==> config.mk <==
export PLATFORM = sky130hd
export DESIGN_NAME = apb_requester
export DESIGN_NICKNAME = d
export VERILOG_FILES = /design/src/rtl/apb_requester.sv
export SDC_FILE = /design/constraint.sdc
export NUM_CORES = 1
export LEC_CHECK = 0
export BUFFER_PORTS_ARGS = -buffer_cell sky130_fd_sc_hd__buf_2
export CORE_ASPECT_RATIO = 2
export CORE_MARGIN = 2
export CORE_UTILIZATION = 45
export DETAILED_ROUTE_END_ITERATION = 10
export PLACE_DENSITY = 0.79
export REMOVE_ABC_BUFFERS = 1
export SETUP_SLACK_MARGIN = 0.15
export SYNTH_ARGS = -nofsm -noshare
export SYNTH_HDL_FRONTEND = slang
export SYNTH_SLANG_ARGS = --single-unit
==> constraint.sdc <==
create_clock -name PCLK -period 1.83 [get_ports PCLK]
set_input_delay 0.183 -clock PCLK [delete_from_list [all_inputs] [get_ports PCLK]]
set_output_delay 0.183 -clock PCLK [all_outputs]
set_load 0.005 [all_outputs]
==> src/rtl/apb_requester.sv <==
// rtl/apb_requester.sv - APB requester: one command in, one SETUP/ACCESS transfer out, one response back.
// Wait-state timeout aborts a transfer whose responder never raises PREADY.
module apb_requester #(
    parameter int ADDR_WIDTH     = 8,
    parameter int DATA_WIDTH     = 32,
    parameter int TIMEOUT_CYCLES = 16
) (
    input  logic                  PCLK,
    input  logic                  PRESET,
    input  logic                  cmd_valid,
    output logic                  cmd_ready,
    input  logic                  cmd_write,
    input  logic [ADDR_WIDTH-1:0] cmd_addr,
    input  logic [DATA_WIDTH-1:0] cmd_wdata,
    output logic                  rsp_valid,
    input  logic                  rsp_ready,
    output logic [DATA_WIDTH-1:0] rsp_rdata,
    output logic                  rsp_error,
    output logic                  rsp_timeout,
    output logic [ADDR_WIDTH-1:0] PADDR,
    output logic                  PSEL,
    output logic                  PENABLE,
    output logic                  PWRITE,
    output logic [DATA_WIDTH-1:0] PWDATA,
    input  logic [DATA_WIDTH-1:0] PRDATA,
    input  logic                  PREADY,
    input  logic                  PSLVERR
);

    // A zero timeout still gets a 1-bit counter so the declaration stays legal.
    localparam int CW = (TIMEOUT_CYCLES > 0) ? $clog2(TIMEOUT_CYCLES + 1) : 1;
    localparam logic [CW-1:0] CNT_MAX  = '1;
    localparam logic [CW-1:0] CNT_ONE  = CW'(1);
    localparam logic [CW-1:0] CNT_LAST = (TIMEOUT_CYCLES > 0) ? CW'(TIMEOUT_CYCLES - 1) : '0;

    typedef enum logic [1:0] {
        IDLE,
        SETUP,
        ACCESS,
        RESP
    } state_t;

    state_t          state;
    state_t          next_state;
    logic [CW-1:0]   cnt;
    logic            ready_q;
    logic            accept;
    logic            timeout_hit;

    assign accept      = (state == IDLE) && ready_q && cmd_valid;
    // Fires on the stalled ACCESS cycle that would be the TIMEOUT_CYCLES-th one.
    assign timeout_hit = (TIMEOUT_CYCLES != 0) && (cnt == CNT_LAST) && !PREADY;

    always_comb begin
        next_state = state;
        case (state)
            IDLE:    if (accept) next_state = SETUP;
            SETUP:   next_state = ACCESS;
            ACCESS:  if (PREADY || timeout_hit) next_state = RESP;
            RESP:    if (rsp_ready) next_state = IDLE;
            default: next_state = IDLE;
        endcase
    end

    always_ff @(posedge PCLK) begin
        if (PRESET) begin
            state       <= IDLE;
            ready_q     <= 1'b0;
            cnt         <= '0;
            PADDR       <= '0;
            PWRITE      <= 1'b0;
            PWDATA      <= '0;
            rsp_rdata   <= '0;
            rsp_error   <= 1'b0;
            rsp_timeout <= 1'b0;
        end else begin
            state   <= next_state;
            ready_q <= (next_state == IDLE);
            if (accept) begin
                PADDR  <= cmd_addr;
                PWRITE <= cmd_write;
                PWDATA <= cmd_wdata;
                cnt    <= '0;
            end
            if (state == ACCESS) begin
                if (PREADY) begin
                    rsp_rdata   <= PWRITE ? '0 : PRDATA;
                    rsp_error   <= PSLVERR;
                    rsp_timeout <= 1'b0;
                end else begin
                    if (cnt != CNT_MAX) cnt <= cnt + CNT_ONE;
                    if (timeout_hit) begin
                        rsp_rdata   <= '0;
                        rsp_error   <= 1'b1;
                        rsp_timeout <= 1'b1;
                    end
                end
            end
        end
    end

    assign cmd_ready = ready_q;
    assign PSEL      = (state == SETUP) || (state == ACCESS);
    assign PENABLE   = (state == ACCESS);
    assign rsp_valid = (state == RESP);

endmodule

==> results of run 1 <==
placed cells by master, fill, tap and decap left out, drive strengths merged, types with 2 or more instances in the layout:
master    instances
dfxtp            83
clkbuf           15
a22oi             2
nor3              3
ha                7
nor2              7
inv               5
and3              3
nand2           115
buf             173
nor3b             2
a211oi            4
clkinvlp          2
o21ai             2
nand3            35
a21oi            76
o21a              2
nor2b             2
worst max path at each step:
| stage | startpoint | slack [ns] | endpoint | depth (start not counted) |
|---|---|---|---|---|
| 5_1_grt | cnt[0]$_SDFF_PP0_ | 0.08 | rsp_rdata[29]$_SDFFE_PP0P_ | 8 |
| 6_report | cnt[0]$_SDFF_PP0_ | 0.16 | rsp_rdata[11]$_SDFFE_PP0P_ | 8 |
| 3_3_place_gp | cnt[0]$_SDFF_PP0_ | 0.11 | cnt[3]$_SDFF_PP0_ | 6 |
| 4_1_cts | cnt[0]$_SDFF_PP0_ | 0.18 | rsp_error$_SDFFE_PP0P_ | 7 |
| 2_1_floorplan | cnt[0]$_SDFF_PP0_ | -0.48 | rsp_rdata[0]$_SDFFE_PP0P_ | 6 |
| 3_5_place_dp | cnt[0]$_SDFF_PP0_ | 0.03 | cnt[3]$_SDFF_PP0_ | 6 |
worst max-delay path, delay by kind of cell (launching register included):
family	cells	cell delay [ns]
compound gates	2	0.35
flops	1	0.34
buf+inv	2	0.34
fa+ha+maj	2	0.33
simple gates	2	0.25
through the flow:
step	worst slack, ns	cell area, µm²	power (mW)	hold slack [ns]	instances
2_1_floorplan	-0.4762	2959	2.559	0.2521	352
3_3_place_gp	0.1059	3986	3.020	0.4221	607
3_5_place_dp	0.02978	3986	3.052	0.4271	607
4_1_cts	0.1795	4413	4.932	0.07731	629
5_1_grt	0.07592	4538	5.179	0.07934	631
6_report	0.1552	4538	4.931	0.08809	631
state kept, by name (all words and copies together) (netlist names):
signal / flops
PWRITE: 1
rsp_rdata: 32
PWDATA: 32
rsp_timeout: 1
cnt: 5
PADDR: 8
state: 2
rsp_error: 1
cmd_ready: 1
repair_timing:
item                                    CTS  global route
endpoints found under the hold margin     0             0
endpoints found under the setup margin   34            80
setup buffers                             5             0
gates cloned                              1             2
resized for setup                        14            19
pin swaps                                 3             2
cell usage after synthesis:
master / n
nor2b_1: 2
dfxtp_1: 83
o21a_1: 2
nor3b_4: 1
nor2_2: 1
nor3_1: 3
a21oi_1: 76
buf_6: 1
a22oi_1: 2
a41oi_1: 1
nor2_1: 6
mux2i_1: 1
inv_1: 5
clkbuf_1: 13
buf_2: 9
o21ai_0: 1
nand2_1: 115
nand3_1: 35
and3_1: 3
o21ai_1: 1
ha_1: 7
a211oi_1: 4
nor4_1: 1
nand3b_1: 1
buf_4: 6
nor3b_1: 1
area by class of cell:
type,count,area (µm²),area share [%]
clock buffer,13,270.3,5.955
clock inverter,3,45.04,0.9926
inverter,5,18.77,0.4136
multi-input combinational,264,1383,30.47
sequential,83,1665,36.70
tap,88,110.1,2.426
timing repair buffer,175,1046,23.05
kinds of logic (layout without fill, tap and decap cells):
group | count (synthesis) | in the layout
flops | 83 | 83
buf+inv | 34 | 196
compound gates | 87 | 87
mux | 1 | 1
simple gates | 169 | 169
fa+ha+maj | 7 | 7
layer usage:
layer | vias to the layer above | GRT usage, % | routed length (µm)
li1 | 1579 | - | -
met2 | 108 | 41.26 | 4785
met1 | 1432 | 20.17 | 3039
met4 | 0 | 11.39 | 195
met3 | 18 | 5.078 | 452
met5 | - | 0 | 0
power by group through the flow:
stage               combinational [mW]  sequential, mW  clock (mW)
finish                            1.01            2.08        1.84
global route                      1.12            2.10        1.96
CTS                              0.978            2.07        1.88
detailed placement               0.942            2.11           0
global placement                 0.923            2.10           0
floorplan                        0.443            2.12           0
==> qor.yml, run 1 <==
clk_path_buf_depth: 2
h-tree-depth: 3
io_buffers: 157
hold_violations: 0
worstReg2RegEnd: "rsp_rdata[11]$_SDFFE_PP0P_"
power_density_nw_per_um2: 1087
die_x_um: 62.78
first_iter_violations: 190
peakVddDrop_uv: 796.6
clockPowerShare_pct: 37.3
cp_common_cell: "ha_4"
p_sw_share_pct: 27.04
ys_types: 26
path_class: "register to register"
max_freq_mhz: 597.1
crit_chain: "ha_4, and3_4, ha_4, buf_6, o21ai_4, clkbuf_16, nand2_1, a21oi_1"
path_max_fanout: 16
grt_pass1_vias: 2991
grt_first_pass_wirelength_um: 12910
final_util_pct: 68.00
fin_tns_setup_ns: 0
tritoncts: "done"
hpwl_um: 5702
synth_xor_xnor_area_share_pct: 0
start_kind: "register"
crit_required_ns: 2.09
synth_warnings: 0
layout-drive-gt1-share_pct: 39.23
diodes: 0
yosysSeqAreaShare_pct: 53.44
antenna_found_initial: 0
routed_wl_um: 8473
hp-start: "cmd_wdata[11]"
synthCells: 381
clkTransAtPathRegs_ns: 0.06
vias: 3137
synth_area_per_cell_um2: 8.161
slew_violations: 0
cp_slowest_stage_delay_ns: 0.34
grt_max_degree: 44
fin_crit_ns: 1.675
tightestPinTransition_ns: 0.6721
synthTopCellsByArea: "dfxtp_1 53%, nand2_1 14%, a21oi_1 12%"
worstHoldPathType: "input pin to register"
r2r_cells: 8
gp_congestion: 0.8130
worstHoldEndpoint: "PWDATA[11]$_SDFFE_PP0P_"
syn_to_final_growth_pct: 45.96
yosys.area_share.simple_pct: 23.22
wl_per_cell_um: 13.43
ios: 158
seqPwrFrac_pct: 42.2
arrival_ns: 1.93
ant_nets: 0
n_fill_cell: 569
dr.pass1.iters: 4
setup_viol: 0
end_kind: "register"
cp_slowest_cell: "dfxtp_2"
p_comb_share_pct: 20.5
die_area_um2: 7630
synth_top_area_cell: "dfxtp_1"
synth_compound_area_share_pct: 14.77
coreArea_um2: 6674
status: "completed"
yosys_register_bits: 83
rows: 42
synth_top_family_by_area: "simple AND/OR/NAND/NOR gates"
synthMuxAreaShare_pct: 0.3219
final_nets: 624
cts_made_buffers: 9
leakagePower_nw: 2.018
rsz0062_at_grt: "yes"
clk_latency_ns: 0.33
regToRegSetupSlack_ns: 0.16
hold_depth: 3
layout_worst_path_cycle_share_pct: 91.52
p_switching_mw: 1.334
start_util_pct: 46.59
clock-sinks: 83
die_h_um: 121.6
grt_usage_pct: 21.30
synth_area_um2: 3109
p_int_mw: 3.598
yosysTopAreaCellShare_pct: 53.44
rr_startpoint: "cnt[0]$_SDFF_PP0_"
drc: 0
synthAdderAreaFrac_pct: 2.817
skew_ns: 0.005736
drv_cap: 0
via_per_inst: 4.971
cts-root-buf: "clkbuf_16"
max_slew_margin_pct: 55.20
ctsHoldBuffers: 0
gr-total-overflow: 0
(Power assumes the default switching activity.)
==> inputs of run 2 (changes only) <==
CELL_PAD_IN_SITES_DETAIL_PLACEMENT = 0   (was default)
CELL_PAD_IN_SITES_GLOBAL_PLACEMENT = 1   (was default)
CORE_UTILIZATION = 31   (was 45)
PLACE_DENSITY = default   (was 0.79)
PLACE_DENSITY_LB_ADDON = 0.1   (was default)
==> qor.yml, run 2 (same netlist as run 1, synthesis figures left out) <==
grt_first_pass_wirelength_um: 14220  # was 12910 µm
routed_wl_um: 9080  # was 8473 µm
clock-sinks: 83  # unchanged
via_per_inst: 4.663  # was 4.971
r2r_cells: 8  # unchanged
drc: 0  # unchanged
end_kind: "register"  # unchanged
rows: 51  # was 42
die_h_um: 145.6  # was 121.6 µm
clk_latency_ns: 0.33  # about the same
path_class: "register to register"  # unchanged
h-tree-depth: 3  # unchanged
power_density_nw_per_um2: 1066  # was 1087 nW/µm²
status: "completed"  # unchanged
gp_congestion: 0.7173  # was 0.8130
clockPowerShare_pct: 35.5  # was 37.3%
dr.pass1.iters: 4  # unchanged
grt_pass1_vias: 3083  # was 2991
diodes: 0  # unchanged
die_area_um2: 10900  # was 7630 µm²
tritoncts: "done"  # unchanged
max_freq_mhz: 619.1  # was 597.1 MHz
ant_nets: 0  # unchanged
hold_depth: 3  # unchanged
peakVddDrop_uv: 577.6  # was 796.6 µV
worst_hold_slack_ns: 0.08437  # was 0.08809 ns
ctsHoldBuffers: 0  # unchanged
p_int_mw: 3.407  # was 3.598 mW
p_comb_share_pct: 21.1  # was 20.5%
layout-drive-gt1-share_pct: 38.42  # was 39.23%
tightestPinTransition_ns: 0.4337  # was 0.6721 ns
antenna_found_initial: 0  # unchanged
rr_startpoint: "cnt[1]$_SDFF_PP0_"  # was cnt[0]$_SDFF_PP0_
stdcell_area_um2: 4478  # was 4538 µm²
first_iter_violations: 98  # was 190
fin_crit_ns: 1.615  # was 1.675 ns
final_cell_mix: "157 x buf_2, 115 x nand2_1, 82 x dfxtp_1, 75 x a21oi_1, 35 x nand3_1"  # was 157 x buf_2, 110 x nand2_1, 80 x dfxtp_1, 74 x a21oi_1, 35 x nand3_1
worstReg2RegEnd: "cnt[0]$_SDFF_PP0_"  # was rsp_rdata[11]$_SDFFE_PP0P_
clkTransAtPathRegs_ns: 0.06  # about the same
path_max_fanout: 7  # was 16
layout_worst_path_cycle_share_pct: 88.27  # was 91.52%
cts-root-buf: "clkbuf_16"  # unchanged
worstHoldEndpoint: "PWDATA[2]$_SDFFE_PP0P_"  # was PWDATA[11]$_SDFFE_PP0P_
grt_usage_pct: 16.89  # was 21.30%
coreArea_um2: 9763  # was 6674 µm²
hpwl_um: 6524  # was 5702 µm
setup_viol: 0  # unchanged
vias: 3152  # was 3137
seqPwrFrac_pct: 43.4  # was 42.2%
crit_required_ns: 2.05  # was 2.09 ns
reg.largest.list: "PWDATA (32), rsp_rdata (32), PADDR (8)"  # unchanged
ios: 158  # unchanged
gr-total-overflow: 0  # unchanged
io_buffers: 157  # unchanged
p_switching_mw: 1.367  # was 1.334 mW
skew_ns: 0.007153  # was 0.005736 ns
hp-start: "cmd_wdata[2]"  # was cmd_wdata[11]
rsz0062_at_grt: "yes"  # unchanged
die_x_um: 74.82  # was 62.78 µm
layout_commonest_cell: "buf_2"  # unchanged
arrival_ns: 1.83  # was 1.93 ns
cts_made_buffers: 9  # unchanged
fin_tns_setup_ns: 0  # unchanged
p_sw_share_pct: 28.63  # was 27.04%
regToRegSetupSlack_ns: 0.21  # was 0.16 ns
worstHoldPathType: "input pin to register"  # unchanged
leakagePower_nw: 1.980  # was 2.018 nW
clk_path_buf_depth: 2  # unchanged
syn_to_final_growth_pct: 44.02  # was 45.96%
start_util_pct: 31.85  # was 46.59%
start_kind: "register"  # unchanged
max_slew_margin_pct: 71.09  # was 55.20%
hold_violations: 0  # unchanged
dpl-instance-area_um2: 4094  # was 3986 µm²
slew_violations: 0  # unchanged
startpoint: "cnt[1]$_SDFF_PP0_"  # was cnt[0]$_SDFF_PP0_
drv_cap: 0  # unchanged
final_nets: 625  # was 624
wl_per_cell_um: 13.43  # about the same
grt_max_degree: 33  # was 44
run 2: changes by cell type in the layout (fill, tap and decap cells not counted), sizes merged:
cell    before  now
bufinv       1    0
clkbuf      15   13
clkinv       0    2
buf        173  175
run 2: area by class of cell:
cell class / instances / area (µm²)
flip-flops and latches: 83 / 1665
well taps: 132 / 165.2
fillers: 1050 / 5285
clock inverters: 4 / 25.02
repair buffers: 176 / 1003
inverters: 5 / 18.77
clock buffers: 12 / 256.5
multi-input cells: 264 / 1344
run 2: critical path, cell delays in order (launching register included):
cell and delay [ns]:
dfxtp_4 0.36, ha_2 0.19, and3_4 0.18, ha_2 0.18, nor3b_4 0.17, buf_6 0.16, nor2_4 0.05, mux2i_1 0.16
nor2_1 0.06
run 2: power by group through the flow:
stage / Clock, mW / Combinational (mW) / Sequential (mW)
global placement: 0 / 0.974 / 2.11
finish: 1.70 / 1.01 / 2.07
CTS: 1.76 / 0.983 / 2.07
detailed placement: 0 / 0.978 / 2.11
floorplan: 0 / 0.443 / 2.12
global route: 1.85 / 1.14 / 2.09
run 2: worst max-delay path by stage:
| stage | endpoint | slack, ns |
|---|---|---|
| 2_1_floorplan | rsp_rdata[0]$_SDFFE_PP0P_ | -0.48 |
| 3_3_place_gp | cnt[3]$_SDFF_PP0_ | 0.16 |
| 3_5_place_dp | cnt[2]$_SDFF_PP0_ | 0.07 |
| 4_1_cts | cmd_ready$_SDFF_PP0_ | 0.13 |
| 5_1_grt | PENABLE | 0.13 |
| 6_report | cnt[0]$_SDFF_PP0_ | 0.21 |
run 2: metal layers:
metal	vias to the layer above	global-route usage, %	wire [µm]	part of all wire [%]
met2	89	30.22	5242	58
met5	-	0	0	0
met4	0	8.214	128	1.4
met3	8	3.532	439	4.8
met1	1472	17.86	3268	36
li1	1583	-	-	-
run 2: timing repair:
action | 4_1_cts | 5_1_grt
buffers inserted | 1 | 0
cloned | 0 | 1
pin swaps | 1 | 3
gates resized for setup | 4 | 16
endpoints found under the setup margin | 11 | 77
run 2: per-stage QoR:
| stage | setup slack, ns | utilization (%) | cells | power [mW] |
|---|---|---|---|---|
| finish | 0.2147 | 45.87 | 676 | 4.774 |
| global route | 0.1287 | 45.87 | 676 | 5.074 |
| CTS | 0.1314 | 45.05 | 675 | 4.813 |
| detailed placement | 0.07091 | 41.93 | 658 | 3.088 |
| global placement | 0.1567 | 41.93 | 658 | 3.081 |
| floorplan | -0.4762 | - | 352 | 2.559 |
